==> src/rtl/memory_pkg.sv <==
// Shared constants and word/address types for the memory block.
// Default geometry is a 4-word by 8-bit register file.
package memory_pkg;

  localparam int DEFAULT_ADDR_WIDTH = 2;
  localparam int DEFAULT_DATA_WIDTH = 8;
  localparam int DEFAULT_DEPTH      = 2 ** DEFAULT_ADDR_WIDTH;

  typedef logic [DEFAULT_ADDR_WIDTH-1:0] addr_t;
  typedef logic [DEFAULT_DATA_WIDTH-1:0] data_t;

endpackage

==> src/rtl/memory_array.sv <==
// Storage for the memory block: register array with one write port, a
// combinational read port and asynchronous clear of every word.
module memory_array
  import memory_pkg::*;
#(
  parameter int ADDR_WIDTH = DEFAULT_ADDR_WIDTH,
  parameter int DATA_WIDTH = DEFAULT_DATA_WIDTH,
  parameter int DEPTH      = 2 ** ADDR_WIDTH
) (
  input  logic                  clk,
  input  logic                  reset,
  input  logic [ADDR_WIDTH-1:0] addr,
  input  logic                  wr_en,
  input  logic [DATA_WIDTH-1:0] wdata,
  output logic [DATA_WIDTH-1:0] rd_word
);

  localparam logic [ADDR_WIDTH:0] DEPTH_LIMIT = (ADDR_WIDTH + 1)'(DEPTH);

  logic [DATA_WIDTH-1:0] mem [DEPTH];
  logic                  in_range;

  // Addresses at or beyond DEPTH are not backed by storage.
  assign in_range = ({1'b0, addr} < DEPTH_LIMIT);

  always_ff @(posedge clk or posedge reset) begin
    if (reset) begin
      for (int i = 0; i < DEPTH; i++) begin
        mem[i] <= '0;
      end
    end else if (wr_en && in_range) begin
      mem[addr] <= wdata;
    end
  end

  assign rd_word = in_range ? mem[addr] : '0;

endmodule

==> src/rtl/memory.sv <==
// Single-port memory with a registered read (latency 1). Define MEM_BYPASS_EN
// for write-first forwarding on a same-cycle write and read; otherwise read-first.
module memory
  import memory_pkg::*;
#(
  parameter int ADDR_WIDTH = DEFAULT_ADDR_WIDTH,
  parameter int DATA_WIDTH = DEFAULT_DATA_WIDTH,
  parameter int DEPTH      = 2 ** ADDR_WIDTH
) (
  input  logic                  clk,
  input  logic                  reset,
  input  logic [ADDR_WIDTH-1:0] addr,
  input  logic                  wr_en,
  input  logic                  rd_en,
  input  logic [DATA_WIDTH-1:0] wdata,
  output logic [DATA_WIDTH-1:0] rdata
);

  logic [DATA_WIDTH-1:0] stored_word;
  logic [DATA_WIDTH-1:0] next_rdata;

  memory_array #(
    .ADDR_WIDTH(ADDR_WIDTH),
    .DATA_WIDTH(DATA_WIDTH),
    .DEPTH     (DEPTH)
  ) u_array (
    .clk    (clk),
    .reset  (reset),
    .addr   (addr),
    .wr_en  (wr_en),
    .wdata  (wdata),
    .rd_word(stored_word)
  );

`ifdef MEM_BYPASS_EN
  localparam logic [ADDR_WIDTH:0] DEPTH_LIMIT = (ADDR_WIDTH + 1)'(DEPTH);

  logic addr_valid;
  assign addr_valid = ({1'b0, addr} < DEPTH_LIMIT);

  // Forward only writes that actually land in storage.
  always_comb begin
    next_rdata = stored_word;
    if (wr_en && addr_valid) begin
      next_rdata = wdata;
    end
  end
`else
  always_comb begin
    next_rdata = stored_word;
  end
`endif

  always_ff @(posedge clk or posedge reset) begin
    if (reset) begin
      rdata <= '0;
    end else if (rd_en) begin
      rdata <= next_rdata;
    end
  end

endmodule

==> config.mk <==
export PLATFORM = sky130hd
export DESIGN_NAME = memory
export DESIGN_NICKNAME = d
export VERILOG_FILES = /design/src/rtl/memory_pkg.sv /design/src/rtl/memory_array.sv /design/src/rtl/memory.sv
export SDC_FILE = /design/constraint.sdc
export NUM_CORES = 1
export LEC_CHECK = 0
export BUFFER_PORTS_ARGS = -buffer_cell sky130_fd_sc_hd__buf_4
export CAP_MARGIN = 15
export CORE_UTILIZATION = 57
export DETAILED_ROUTE_END_ITERATION = 10
export HOLD_SLACK_MARGIN = 0.03
export PLACE_DENSITY = 0.79
export SLEW_MARGIN = 0
export SYNTH_ARGS = -nofsm -noshare
export SYNTH_HDL_FRONTEND = slang
export SYNTH_SLANG_ARGS = --single-unit
==> constraint.sdc <==
create_clock -name clk -period 2.75 [get_ports clk]
set_input_delay 0.275 -clock clk [delete_from_list [all_inputs] [get_ports clk]]
set_output_delay 0.275 -clock clk [all_outputs]
set_load 0.03 [all_outputs]
==> metrics.txt <==
status=finished with violations; failing checks=design-rule violations; RSZ-0062 raised after global routing=false; CTS max path bufs=2; placed inst area=about 1900 µm²; Netlist Area Pre-Place=roughly 1700 µm²; CP bufs+invs=1; initial core utilization=61.43%; Die Wd=between 50 and 60 µm; GRT Total Usage=21.35%; Critical Path End=rdata[5]; Max Cap Violations=0; DRC viols=2; vias per cell=~6; number of global-route vias before repair=around 1100; Mapped Nets=roughly 130; detailed-route via count=between 1000 and 1500; max incr delay on CP=roughly 410 ps; Crit path depth=1; CTS buffer count=5; #FFs+latches synth=40; post-route ant nets=0; Detailed Place HPWL=around 2 mm; Slew Viols, Final=0; CP startpoint kind=flop; Final min period=approximately 1200 ps; Gate Count Post-Synth=about 120; cell row count=19; setup TNS=0 ps; setup bufs post-CTS=0; Arrival @ worst endpoint=930 ps; crit path launch=rdata[5]; first-pass GRT wire length=~5.0 mm; post-cts hold buffer count=1; Rel. slew slack=67.44%; I/O Pins=22; clock skew=8.106 ps; Wirelength per Cell=approximately 17 µm; CP Max Fanout=2; RePlAce Congestion=0.7319; core area=around 2800 µm²; Clk pin slew, worst setup/hold paths=between 100 and 150 ps; Hold Path Origin=wdata[4]; Die Height=57.22 µm; crit-path cells=buf_4; Layout area overhead=14.33%; CP endpoint kind=primary output; die area=around 3300 µm²; RR Endpoint=rdata[4]; port bufs=21; CTS tree=done; Reg2Reg Setup Slack=~1900 ps; Initial DRT Pass Iterations=9; Worst Tran Pin Value=just under 500 ps; total grt overflow=0; cts repair resizes=0; post-route cell area=about 2000 µm²; Clk Latency, worst-skew pair=around 350 ps; layout cells sized above 1=46.48%; RR Startpoint=u_array.mem[4]; initial drt markers=40; Hold Fails Final Rpt=0; post-synth cell types=13; CP top delay family=flip-flops; CTS Sinks=40; ANT cells=0; Slowest-stage cell, CP=dfrtp_1; power per cell area=between 600 and 700 nW/µm²; routed wire length=between 3 and 4 mm; setup violators final=0; Clock Tree Root=clkbuf_4; FMAX=between 800 and 900 MHz; Register-to-Register Path Depth=2; largest net degree at the start of global routing=41; Synth Area per Inst=approximately 15 µm²; nets@finish=155; crit path kind=flop to primary output; H-tree level count=2; Required @ worst endpoint=around 2500 ps; initial antenna violation count=0; Max rail drop VDD=0.0003960 V; sequential area share after synthesis=57.60%; Hold Crit Class=primary input to flop; synth warn=0; fin crit share=a little over two fifths; leak pwr=about 0.0009 µW
==> state kept, by name, indices dropped and copies added, names as in the netlist <==
name,flops
u_array.mem,32
rdata,8
==> power by group <==
part / switching [µW] / internal (µW) / leakage, µW / total, µW
Sequential: 56.9 / 700 / 0.000478 / 757
Combinational: 145 / 155 / 0.000400 / 300
Clock: 195 / 124 / 0.0000305 / 319
==> layer usage <==
| metal | routed length, µm | part of all wire (%) | vias up | track usage [%] |
|---|---|---|---|---|
| met4 | 58 | 1.9 | 0 | 9.756 |
| met2 | 1488 | 49 | 19 | 33.45 |
| li1 | - | - | 479 | - |
| met1 | 1361 | 45 | 512 | 27.34 |
| met3 | 113 | 3.7 | 7 | 6.803 |
| met5 | 0 | 0 | - | 0 |
==> cell families after synthesis <==
group                  count (synthesis)  share of synthesized area, %
AOI/OAI and AO/OA                      8                         4.032
DFF                                   40                         57.60
muxes                                 48                         29.95
and+or+nand+nor                       14                         6.407
buffers and inverters                  5                         2.015
==> worst min-delay path by stage <==
stage,endpoint,cells after the start
2_1_floorplan,u_array.mem[0],1
3_3_place_gp,u_array.mem[24],3
3_5_place_dp,u_array.mem[24],3
4_1_cts,u_array.mem[24],2
5_1_grt,u_array.mem[24],2
6_report,u_array.mem[12],2
==> metrics by stage <==
stage | power [µW] | setup slack [ps] | cells | util (%) | hold WS [ps]
after global routing | 1443 | 1502 | 173 | 70.23 | 156.5
after detailed placement | 1071 | 1231 | 164 | 67.54 | 425.1
after floorplan | 969.9 | 1493 | 115 | - | 425.5
final | 1376 | 1545 | 173 | 70.23 | 165.5
after CTS | 1390 | 1531 | 173 | 70.23 | 155.2
after global placement | 1058 | 1261 | 164 | 67.54 | 415.2
==> cell type report <==
type                       instances  area (µm²)
sequential                        40        1001
fill                             205       842.1
multi-input combinational         70       701.9
timing repair buffer              23       175.2
clock buffer                       6       51.30
tap                               31       38.79
clock inverter                     2       15.01
inverter                           1       3.754
==> layout by cell type (no fill, tap or decap), drive strengths merged <==
cell type,instances
mux2i,16
nand3b,2
inv,1
o221ai,8
dlygate4sd3,1
nand2b,9
buf,22
nand2,1
clkbuf,6
dfrtp,40
nor3b,1
clkinvlp,2
mux2,32
nand3,1
==> cells in the mapped netlist <==
cell type  number  area share [%]
nand3_2         1            0.58
nand2b_1        9             3.2
nor3b_4         1             1.1
buf_6           2             1.3
buf_2           1            0.29
nand2_1         1            0.22
nand3b_2        2             1.3
clkbuf_1        1            0.22
dfrtp_1        40              58
mux2_2         32              21
mux2i_1        16             9.2
inv_1           1            0.22
o221ai_1        8             4.0
No activity file was read; power rests on OpenSTA's default activity.
